==> config.mk <==
export PLATFORM = sky130hd
export DESIGN_NAME = wfg_sample_pat_channel
export DESIGN_NICKNAME = d
export VERILOG_FILES = /design/src/rtl/wfg_sample_pat_pkg.sv /design/src/rtl/wfg_sample_pat_sync.sv /design/src/rtl/wfg_sample_pat_channel.sv
export SDC_FILE = /design/constraint.sdc
export NUM_CORES = 1
export LEC_CHECK = 0
export BUFFER_PORTS_ARGS = -buffer_cell sky130_fd_sc_hd__buf_2
export CAP_MARGIN = 20
export CELL_PAD_IN_SITES_DETAIL_PLACEMENT = 0
export CELL_PAD_IN_SITES_GLOBAL_PLACEMENT = 1
export CORE_MARGIN = 5
export CORE_UTILIZATION = 42
export DETAILED_ROUTE_END_ITERATION = 10
export PLACE_DENSITY = 0.83
export RECOVER_POWER = 100
export REMOVE_ABC_BUFFERS = 1
export SYNTH_ARGS = -nofsm -noshare
export SYNTH_HDL_FRONTEND = slang
export SYNTH_SLANG_ARGS = --single-unit
==> constraint.sdc <==
create_clock -name clk -period 2.7 [get_ports clk]
set_input_delay 0.27 -clock clk [delete_from_list [all_inputs] [get_ports clk]]
set_output_delay 0.27 -clock clk [all_outputs]
set_load 0.02 [all_outputs]
==> src/rtl/wfg_sample_pat_pkg.sv <==
// Shared types for the pattern sample (recorder) channel: line codes, receive FSM states,
// legal word-width range and the per-bit code-violation rule.
package wfg_sample_pat_pkg;

  typedef enum logic [1:0] {
    PAT_RZ  = 2'b00,
    PAT_RO  = 2'b01,
    PAT_NRZ = 2'b10,
    PAT_RC  = 2'b11
  } pat_code_e;

  typedef enum logic [1:0] {
    ST_DISABLED = 2'b00,
    ST_WAIT_MID = 2'b01,
    ST_WAIT_RET = 2'b10
  } rx_state_e;

  localparam int unsigned WORD_WIDTH_MIN = 1;
  localparam int unsigned WORD_WIDTH_MAX = 32;
  localparam int unsigned BIT_CNT_W      = $clog2(WORD_WIDTH_MAX);

  // s1 is the data-level sample, s2 the return-level sample of the same bit
  function automatic logic code_violation(input pat_code_e code, input logic s1, input logic s2);
    logic viol;
    viol = 1'b0;
    case (code)
      PAT_RZ:  viol = (s2 != 1'b0);
      PAT_RO:  viol = (s2 != 1'b1);
      PAT_NRZ: viol = 1'b0;
      PAT_RC:  viol = (s2 == s1);
      default: viol = 1'b0;
    endcase
    return viol;
  endfunction

endpackage

==> src/rtl/wfg_sample_pat_sync.sv <==
// Input conditioning for the sampled line: optional two-flop synchronizer (WFG_SAMPLE_PAT_SYNC_EN)
// followed by the sample register; 1 clk latency without the synchronizer, 3 clk with it.
module wfg_sample_pat_sync
  import wfg_sample_pat_pkg::*;
(
  input  logic clk,
  input  logic rst,
  input  logic data_i,
  output logic data_o
);

  logic line_w;
  logic sample_q;

`ifdef WFG_SAMPLE_PAT_SYNC_EN
  logic [1:0] sync_q;

  always_ff @(posedge clk or posedge rst) begin
    if (rst) begin
      sync_q <= 2'b00;
    end else begin
      sync_q <= {sync_q[0], data_i};
    end
  end

  assign line_w = sync_q[1];
`else
  assign line_w = data_i;
`endif

  always_ff @(posedge clk or posedge rst) begin
    if (rst) begin
      sample_q <= 1'b0;
    end else begin
      sample_q <= line_w;
    end
  end

  assign data_o = sample_q;

endmodule

==> src/rtl/wfg_sample_pat_channel.sv <==
// Samples one serial line at two subcycle points per bit, decodes RZ/RO/NRZ/RC, packs bits MSB-first
// into words on a valid/ready output with sticky overflow on dropped words. WFG_SAMPLE_PAT_SYNC_EN adds an input synchronizer.
module wfg_sample_pat_channel
  import wfg_sample_pat_pkg::*;
#(
  parameter int unsigned WORD_WIDTH = 8
) (
  input  logic                  clk,
  input  logic                  rst,
  input  logic [7:0]            pat_subcycle_cnt_i,
  input  logic [1:0]            patsel_q_i,
  input  logic [7:0]            cfg_mid_q_i,
  input  logic [7:0]            cfg_ret_q_i,
  input  logic                  ctrl_en_q_i,
  input  logic                  data_i,
  output logic [WORD_WIDTH-1:0] m_axis_tdata_o,
  output logic                  m_axis_tuser_o,
  output logic                  m_axis_tvalid_o,
  input  logic                  m_axis_tready_i,
  output logic                  overflow_o
);

  if (WORD_WIDTH < WORD_WIDTH_MIN || WORD_WIDTH > WORD_WIDTH_MAX) begin : g_bad_width
    $error("wfg_sample_pat_channel: WORD_WIDTH out of range 1..32");
  end

  localparam logic [BIT_CNT_W-1:0] LAST_BIT = BIT_CNT_W'(WORD_WIDTH - 1);

  logic                  line_q;
  rx_state_e             state_q;
  logic                  s1_q;
  logic [WORD_WIDTH-1:0] shift_q;
  logic [BIT_CNT_W-1:0]  bit_cnt_q;
  logic                  err_q;
  logic [WORD_WIDTH-1:0] tdata_q;
  logic                  tuser_q;
  logic                  tvalid_q;
  logic                  overflow_q;

  logic [WORD_WIDTH-1:0] shift_d;
  logic                  err_d;
  logic                  accept_d;
  logic                  out_free_d;

  wfg_sample_pat_sync u_sync (
    .clk    (clk),
    .rst    (rst),
    .data_i (data_i),
    .data_o (line_q)
  );

  // The decoded bit is always the data-level sample; it enters at the LSB so the first bit ends as MSB.
  if (WORD_WIDTH == 1) begin : g_shift_one
    assign shift_d = s1_q;
  end else begin : g_shift_many
    assign shift_d = {shift_q[WORD_WIDTH-2:0], s1_q};
  end

  assign err_d      = err_q | code_violation(pat_code_e'(patsel_q_i), s1_q, line_q);
  assign accept_d   = tvalid_q & m_axis_tready_i;
  assign out_free_d = ~tvalid_q | accept_d;

  always_ff @(posedge clk or posedge rst) begin
    if (rst) begin
      state_q    <= ST_DISABLED;
      s1_q       <= 1'b0;
      shift_q    <= '0;
      bit_cnt_q  <= '0;
      err_q      <= 1'b0;
      tdata_q    <= '0;
      tuser_q    <= 1'b0;
      tvalid_q   <= 1'b0;
      overflow_q <= 1'b0;
    end else if (!ctrl_en_q_i) begin
      state_q    <= ST_DISABLED;
      shift_q    <= '0;
      bit_cnt_q  <= '0;
      err_q      <= 1'b0;
      tvalid_q   <= 1'b0;
      overflow_q <= 1'b0;
    end else begin
      if (accept_d) begin
        tvalid_q <= 1'b0;
      end

      case (state_q)
        ST_DISABLED: begin
          state_q <= ST_WAIT_MID;
        end

        ST_WAIT_MID: begin
          if (pat_subcycle_cnt_i == cfg_mid_q_i) begin
            s1_q    <= line_q;
            state_q <= ST_WAIT_RET;
          end
        end

        // Leaving WAIT_MID on the match means equal mid/ret points naturally wait one full wrap.
        ST_WAIT_RET: begin
          if (pat_subcycle_cnt_i == cfg_ret_q_i) begin
            shift_q <= shift_d;
            state_q <= ST_WAIT_MID;
            if (bit_cnt_q == LAST_BIT) begin
              bit_cnt_q <= '0;
              err_q     <= 1'b0;
              if (out_free_d) begin
                tdata_q  <= shift_d;
                tuser_q  <= err_d;
                tvalid_q <= 1'b1;
              end else begin
                overflow_q <= 1'b1;
              end
            end else begin
              bit_cnt_q <= bit_cnt_q + 1'b1;
              err_q     <= err_d;
            end
          end
        end

        default: begin
          state_q <= ST_DISABLED;
        end
      endcase
    end
  end

  assign m_axis_tdata_o  = tdata_q;
  assign m_axis_tuser_o  = tuser_q;
  assign m_axis_tvalid_o = tvalid_q;
  assign overflow_o      = overflow_q;

endmodule

## After elaboration in Yosys (flattened, before gate mapping)

Cells that the tools add are included.

- $add $sub $neg: 1
- Eq/ne operators: 15
- Mux-type cells: 27
- Bitwise gates (word level): 5
- Reductions and logical operators: 7

Operators by type and width:

| kind | number |
|---|---|
| $mux W7 | 3 |
| $mux W5 | 4 |
| $eq A8 B8 Y1 | 2 |
| $mux W1 | 15 |
| $eq A2 B2 Y1 const B | 3 |
| $mux W2 | 3 |
| $ne A2 B1 Y1 const B | 3 |
| $ne A3 B3 Y1 const B | 2 |
| $pmux W2 S3 | 1 |
| $add A5 B1 Y5 const B | 1 |
| $eq A5 B3 Y1 const B | 1 |
| $reduce_and A5 Y1 | 1 |
| $eq A2 B1 Y1 const B | 2 |
| $logic_not A2 Y1 | 2 |
| $pmux W1 S4 | 1 |
| $reduce_and A2 Y1 | 2 |
| $reduce_and A4 Y1 | 1 |
| $reduce_and A3 Y1 | 1 |
| $ne A2 B2 Y1 const B | 1 |
| $not A1 Y1 | 2 |
| $or A1 B1 Y1 | 2 |
| $and A1 B1 Y1 | 1 |
| $eq A1 B1 Y1 | 1 |

- Flip-flop bits (word level): 28
- Input port bits: 31
- Output and inout bits: 11
- Word-level logic and storage cells: 65

## Depth between registers and ports, before layout

Gate-level depths: netlist of the first run.

- Depth after elaboration: 7
- Mapped depth: 5
- Gate-level depth less buffers: 5

## Modules after synthesis

From an unflattened synthesis of the first run, not the netlist that was laid out.

- Cell total of the unflattened synthesis: 134
- Area, all modules: 1478.9 um^2

Modules (own cells, without submodules):

| module | instances | cells an instance | area an instance (um^2) | seq. area each (um^2) |
|---|---|---|---|---|
| wfg_sample_pat_channel | 1 | 132 | 1450.1 | 675.6 |
| wfg_sample_pat_sync | 1 | 2 | 28.8 | 25.0 |

## Worst setup path before layout of the first run

Ideal clock, no wire load.

- Kind: register -> register
- Start: register bit_cnt_q[0]
- End: register tdata_q[0], in the netlist m_axis_tdata_o[0]
- Library setup time: 0.125 ns
- Arrival time: 1.660 ns
- Required time: 2.575 ns
- Path slack: 0.916 ns
- Cell stages (with the launch flop): 6
- Buffers on the path: 0
- Clock period less this slack: 1.784 ns
- Path through: dfrtp_1 > ha_1 > and4bb_2 > nand3_1 > nor4_4 > mux2_2

- Word-level cells in the longest chain between the ends: 2

Ends and longest elaborated chain:

| element | RTL line | text |
|---|---|---|
| start: declaration | wfg_sample_pat_channel.sv:33 | `logic [BIT_CNT_W-1:0] bit_cnt_q;` |
| start signal: assignment | wfg_sample_pat_channel.sv:114 | `bit_cnt_q <= bit_cnt_q + 1'b1;` |
| $eq A5 B3 Y1 | wfg_sample_pat_channel.sv:103 | `if (bit_cnt_q == LAST_BIT) begin` |
| $reduce_and A5 Y1 (no source line) | -- |  |
| end signal: assignment | wfg_sample_pat_channel.sv:107 | `tdata_q <= shift_d;` |
| end: declaration | wfg_sample_pat_channel.sv:35 | `logic [WORD_WIDTH-1:0] tdata_q;` |

Every way passes these cells.
A chain may end at the register's enable or synchronous reset.

## Worst setup path in the final report of the first run

- Start: register bit_cnt_q[0]
- End: register tdata_q[5], in the netlist m_axis_tdata_o[5]

The elaborated chain is that of the path after synthesis.

==> results.json, run 1 <==
{
  "outcome": "finished, final reports clean",
  "numPortBuffers": 41,
  "fin_crit_sh_pct": 75.7,
  "setup_viol": 0,
  "multi_input_area_um2": 753,
  "p_comb_share_pct": 11.6,
  "syn_avg_cell_area_um2": 11.1,
  "switching_share_pct": 21.9,
  "synth.most_common_cell": "dfrtp_1",
  "num_vias": 1117,
  "area_growth_pct": 20.8,
  "cts_tree": "done",
  "grt_pass1_vias": 1149,
  "start_util_pct": 44.0,
  "fp.dieW_um": 69.4,
  "grt_pass1_wl_um": 4970,
  "gr-usage-all-layers_pct": 12.4,
  "final-seq-area_um2": 701,
  "cp.required_ps": 2920,
  "p_switching_uw": 172,
  "slew_headroom_pct": 51.3,
  "drt-initial-drc-count": 47,
  "ys_seq_elements": 28,
  "r2r_setup_slack_ps": 660,
  "antennaDiodeCount": 0,
  "rsz0062_at_grt": "no",
  "wl_um": 2970,
  "cp_max_fo": 9,
  "ys_seq_area_share_pct": 47.3,
  "power.density_mw_per_mm2": 440,
  "synth-compound-area-share_pct": 3.89,
  "worstHoldPathCells": 1,
  "crit_type": "reg2reg",
  "tightest_slew_ps": 731,
  "synth_fa_ha_area_share_pct": 0.845,
  "drt-pass1-iter-count": 4,
  "clk_pin_slew_ps": 160,
  "r2r_cells": 5,
  "cts.repair.resized": 0,
  "p_clk_share_pct": 34.6,
  "peakVddDrop_uv": 403,
  "clock_sinks": 28,
  "setup_tns_ps": 0,
  "clockBufferDepth": 2,
  "seqPwrFrac_pct": 53.9,
  "fillers": 331,
  "synth-edff-count": 0,
  "synth_top_family_by_area": "simple AND/OR/NAND/NOR gates",
  "grt_max_degree": 29,
  "nNetsFinal": 211,
  "route.detailed.drc": 0,
  "drv_cap": 0,
  "synth_mux_area_share_pct": 15.7,
  "drv_slew": 0,
  "cp-start-kind": "flop",
  "arrival_ps": 2260,
  "yosysUniqueCellTypes": 32,
  "die_h_um": 69.4,
  "gp_congestion": 0.790,
  "num_rows": 21,
  "fmax_ghz": 0.489,
  "clk_latency_ps": 330,
  "internal_power_uw": 615,
  "whs_ps": 37.5,
  "synth_area_leaders": "dfrtp_1 (47%), xnor2_1 (9.5%), mux2i_1 (8.1%), mux2_2 (7.6%), nand2_1 (5.1%)",
  "synth_flop_cell": "dfrtp_1",
  "place_hpwl_um": 2360,
  "vias_per_cell": 4.99,
  "synth-warning-count": 0,
  "detail_route.wl_per_cell_um": 13.3,
  "period_minus_slack_ps": 2040,
  "h-tree-depth": 1,
  "synth_common_cells": "dfrtp_1 (28), nand2_1 (20), xnor2_1 (16)",
  "ant_nets": 0,
  "synth_xor_xnor_area_share_pct": 9.47,
  "fin_skew_ps": 13.8,
  "hold_class": "in2reg",
  "synth_top_cell_by_area": "dfrtp_1",
  "netlist_area_mm2": 0.00148,
  "cts_root_buf": "clkbuf_4",
  "yosysTopAreaCellShare_pct": 47.3,
  "drive_above_1_share_pct": 28.7,
  "core_area_mm2": 0.00336,
  "synth-simple-area-share_pct": 20.6,
  "cp-end-kind": "flop",
  "grt_antenna_before_repair": 0,
  "async_flop_share_pct": 100,
  "leakagePower_uw": 0.000808,
  "dieArea_mm2": 0.00481,
  "netlist_instances": 133,
  "numCtsBuffers": 3,
  "finalHoldViolCount": 0,
  "pin_count": 42,
  "grt_overflow_total": 0
}
[timing repair]
action,4_1_cts,5_1_grt
setup buffers,0,0
hold endpoints to repair,0,2
hold buffers,0,1
[layer usage]
| layer | global-route usage, % | share of wire [%] |
|---|---|---|
| met5 | 0 | 0 |
| met1 | 14.8 | 44 |
| met3 | 3.62 | 3.0 |
| met4 | 2.17 | 0.44 |
| met2 | 22.4 | 53 |
[cells by family (layout without fill, tap and decap cells)]
logic type                 after synthesis  count (layout)
xor gates and xnor gates                16              16
muxes                                   22              22
and+or+nand+nor                         53              53
adders and majority gates                1               1
DFF                                     28              28
AOI/OAI and AO/OA                        7               7
buffers and inverters                    6              51
[worst paths after layout]
path,endpoint,start
worst min-delay path,u_sync.data_o,data_i
worst max-delay path,m_axis_tdata_o[5],bit_cnt_q[0]
min in group asynchronous,shift_q[3],rst
worst min register to register,overflow_o,overflow_o
max in group asynchronous,m_axis_tvalid_o,rst
worst max register to register,m_axis_tdata_o[5],bit_cnt_q[0]
[layout make-up]
type | count | area share, %
clock buffers | 3 | 1.26
well taps | 46 | 3.22
inverters | 2 | 0.420
clock inverters | 1 | 1.68
flip-flops and latches | 28 | 39.2
multi-input cells | 99 | 42.1
repair buffers | 45 | 12.1
[power groups by stage]
stage	Clock, uW	Sequential [uW]	Combinational [uW]
finish	272	424	91.2
floorplan	0	431	48.8
detailed placement	0	432	91.0
CTS	280	424	91.3
global placement	0	432	89.2
global route	299	425	102
[critical path, cell delays in order (launching register included)]
cell	delay (ps)
dfrtp_1	410
ha_1	230
and4bb_2	270
nand3_1	120
nor4_4	510
mux2_2	410
[registers in the layout, indices dropped and copies added, names as in the netlist]
signal and cells:
bit_cnt_q 5, err_q 1, m_axis_tdata_o 8, m_axis_tuser_o 1
m_axis_tvalid_o 1, overflow_o 1, s1_q 1, shift_q 7
state_q 2, u_sync.data_o 1
[stage by stage]
stage               utilization (%)  cells  total power (uW)  cell area, um2  worst slack [ps]
finish                         53.2    224               787            1790               656
global route                   53.2    224               826            1790               488
CTS                            53.3    222               795            1790               620
detailed placement             51.7    218               523            1740               649
global placement               51.7    218               521            1740               675
floorplan                         -    129               480            1460               627
[cell usage in the layout, fill, tap and decap left out, types with 2 or more instances in the layout]
cell	synthesis	layout
buf_2	1	30
dfrtp_1	28	28
nand2_1	20	20
xnor2_1	16	16
clkbuf_1	2	13
mux2i_1	12	12
mux2_2	10	10
nand3_1	8	8
nand2b_1	4	4
nand4_1	3	3
nand3b_1	3	3
clkbuf_4	0	3
nor4_1	2	2
and2_1	2	2
and2b_1	2	2
inv_1	2	2
(Power assumes the default switching activity.)
==> inputs of run 2 (changes only) <==
ABC_AREA = 1   (was not set)
CORE_UTILIZATION = 37   (was 42)
PLACE_DENSITY = 0.78   (was 0.83)
clock period = 2 ns   (was 2.7 ns; I/O delays follow)
==> results.json, run 2 <==
{
  "largest_reg_flops": 8,
  "regToRegStartpoint": "bit_cnt_q[0]",
  "clockBufferDepth": 2,
  "outcome": "finished, final reports clean",
  "final-seq-area_um2": 701,
  "cts.repair.resized": 0,
  "fin_skew_ps": 2.69,
  "tightest_slew_ps": 700,
  "vias_per_cell": 4.56,
  "synth-warning-count": 0,
  "drive_above_1_share_pct": 18.5,
  "finish.instance_area_mm2": 0.00198,
  "cp.required_ps": 2170,
  "slowest_delay_ps": 420,
  "crit_start": "bit_cnt_q[0]",
  "final_cells": 322,
  "fp.dieW_um": 77.0,
  "synth_top_cell_by_area": "dfrtp_1",
  "gr-usage-all-layers_pct": 12.3,
  "async_flop_share_pct": 100,
  "cts_root_buf": "clkbuf_8",
  "synth.most_common_cell": "nand2_1",
  "detail_route.wl_per_cell_um": 10.9,
  "cts_tree": "done",
  "yosysUniqueCellTypes": 24,
  "cp-end-kind": "flop",
  "multi_input_area_um2": 803,
  "finalHoldViolCount": 0,
  "cp-start-kind": "flop",
  "area_growth_pct": 19.0,
  "rsz0062_at_grt": "no",
  "drv_cap": 0,
  "nNetsFinal": 303,
  "setup_ws_ps": 403,
  "drt-pass1-iter-count": 7,
  "numCtsBuffers": 3,
  "slew_headroom_pct": 53.3,
  "antennaDiodeCount": 0,
  "cp_max_fo": 4,
  "ys_seq_area_share_pct": 42.1,
  "ant_nets": 0,
  "cp_slowest_cell": "dfrtp_1",
  "pre_cts_ws_ps": 487,
  "core_area_mm2": 0.00435,
  "grt_antenna_before_repair": 0,
  "route.detailed.drc": 0,
  "clk_latency_ps": 270,
  "placed_area_mm2": 0.00192,
  "fin_crit_sh_pct": 79.8,
  "holdCritStartpoint": "data_i",
  "yosysTopAreaCellShare_pct": 42.1,
  "synth-edff-count": 0,
  "synth_common_cells": "nand2_1 (78), nand3_1 (32), dfrtp_1 (28)",
  "grt_max_degree": 29,
  "synth_area_leaders": "dfrtp_1 (42%), nand2_1 (18%), nand3_1 (9.6%), inv_1 (5.6%), xnor2_1 (3.2%)",
  "pin_count": 42,
  "arrival_ps": 1770,
  "r2r_setup_slack_ps": 400,
  "fillers": 479,
  "path_buf_inv": 2,
  "worst_path_most_repeated_cell": "nand2_1",
  "ys_seq_elements": 28,
  "die_h_um": 77.0,
  "hold_class": "in2reg",
  "clock_sinks": 28,
  "numPortBuffers": 41,
  "syn_avg_cell_area_um2": 7.39,
  "drv_slew": 0,
  "netlist_area_mm2": 0.00166,
  "num_rows": 24,
  "r2r-end": "overflow_o",
  "peakVddDrop_uv": 347,
  "period_minus_slack_ps": 1600,
  "whs_ps": 28.5,
  "setup_tns_ps": 0,
  "min_to": "u_sync.data_o",
  "fmax_ghz": 0.626,
  "worstHoldPathCells": 1,
  "dieArea_mm2": 0.00594,
  "place_hpwl_um": 2690,
  "cts_setup_buffers": 0,
  "setup_viol": 0,
  "grt_pass1_wl_um": 6130,
  "start_util_pct": 38.2,
  "grt_overflow_total": 0,
  "place_inst": 317,
  "num_vias": 1468,
  "netlist_instances": 225,
  "power.density_mw_per_mm2": 589,
  "wl_um": 3510,
  "gp_congestion": 0.765,
  "final_cell_mix": "nand2_1 (79), nand3_1 (32), buf_2 (30)",
  "grt_pass1_vias": 1390,
  "final_common_cell": "nand2_1",
  "h-tree-depth": 1,
  "crit_type": "reg2reg",
  "drt-initial-drc-count": 38,
  "clk_pin_slew_ps": 100,
  "cp_cell_sequence": "ha_1 -> nand2_1 -> inv_1 -> nand2_1 -> inv_1 -> nor2_1 -> nor2_1 -> nand3_1 -> nand2_1",
  "r2r_cells": 9,
  "cpLargestDelayFamily": "simple AND/OR/NAND/NOR gates",
  "leakagePower_uw": 0.00111,
  "synth_flop_cell": "dfrtp_1"
}
[run 2: changes by cell type in the layout (fill, tap and decap cells not counted), sizes merged, moves of 10 or more]
| cell | change |
|---|---|
| o21ai | +11 |
| mux2 | -10 |
| mux2i | -12 |
| nand2 | +62 |
| inv | +26 |
| xnor2 | -10 |
| nand3 | +25 |
| nor2 | +13 |
[run 2: power by group]
part	switching (uW)	internal (uW)	total, uW
registers	2.10	571	573
logic	87.1	60.0	147
clock network	177	268	445
[run 2: worst max-delay path by stage]
stage                              endpoint  cells past startpoint  slack [ps]
after floorplan           m_axis_tdata_o[0]                      6         530
after global placement           overflow_o                     10         490
after detailed placement         overflow_o                     10         490
after CTS                        overflow_o                     10         460
after global routing             overflow_o                     10         190
final                            overflow_o                      9         400
[run 2: per-stage QoR]
stage	power [uW]	util, %
final	1160	45.5
after global routing	1220	45.5
after CTS	1190	46.1
after detailed placement	734	44.2
after global placement	732	44.2
after floorplan	665	-
[run 2: cell families (layout without fill, tap and decap cells)]
kind of cell | after synthesis | after routing | synth area share, %
XOR/XNOR | 12 | 12 | 6.32
flip-flops | 28 | 28 | 42.1
adder cells (fa/ha/maj) | 1 | 1 | 0.752
AND/OR/NAND/NOR | 135 | 135 | 37.2
buffers and inverters | 35 | 80 | 8.95
AO/OA/AOI/OAI | 14 | 14 | 4.67
[run 2: worst register-to-register path, stage by stage, from the launching register on]
cell	delay, ps
dfrtp_1	420
ha_1	220
nand2_1	70
inv_1	60
nand2_1	200
inv_1	150
nor2_1	170
nor2_1	70
nand3_1	80
nand2_1	60
[run 2: metal layers]
| metal | part of all wire [%] | global-route usage [%] |
|---|---|---|
| met3 | 4.8 | 3.51 |
| met4 | 0.34 | 1.55 |
| met1 | 50 | 17.5 |
| met2 | 45 | 19.0 |
| met5 | 0 | 0 |
[run 2: area by class of cell]
| type | instances | share of cell area, % |
|---|---|---|
| clock buffer | 3 | 2.09 |
| clock inverter | 1 | 1.52 |
| inverter | 31 | 5.94 |
| multi-input combinational | 162 | 40.6 |
| sequential | 28 | 35.4 |
| tap | 52 | 3.29 |
| timing repair buffer | 45 | 11.2 |
[run 2: timing repair]
| item | in CTS | in global routing |
|---|---|---|
| hold buffers | 1 | 0 |
| hold endpoints to repair | 28 | 0 |
| setup endpoints to repair | 0 | 0 |
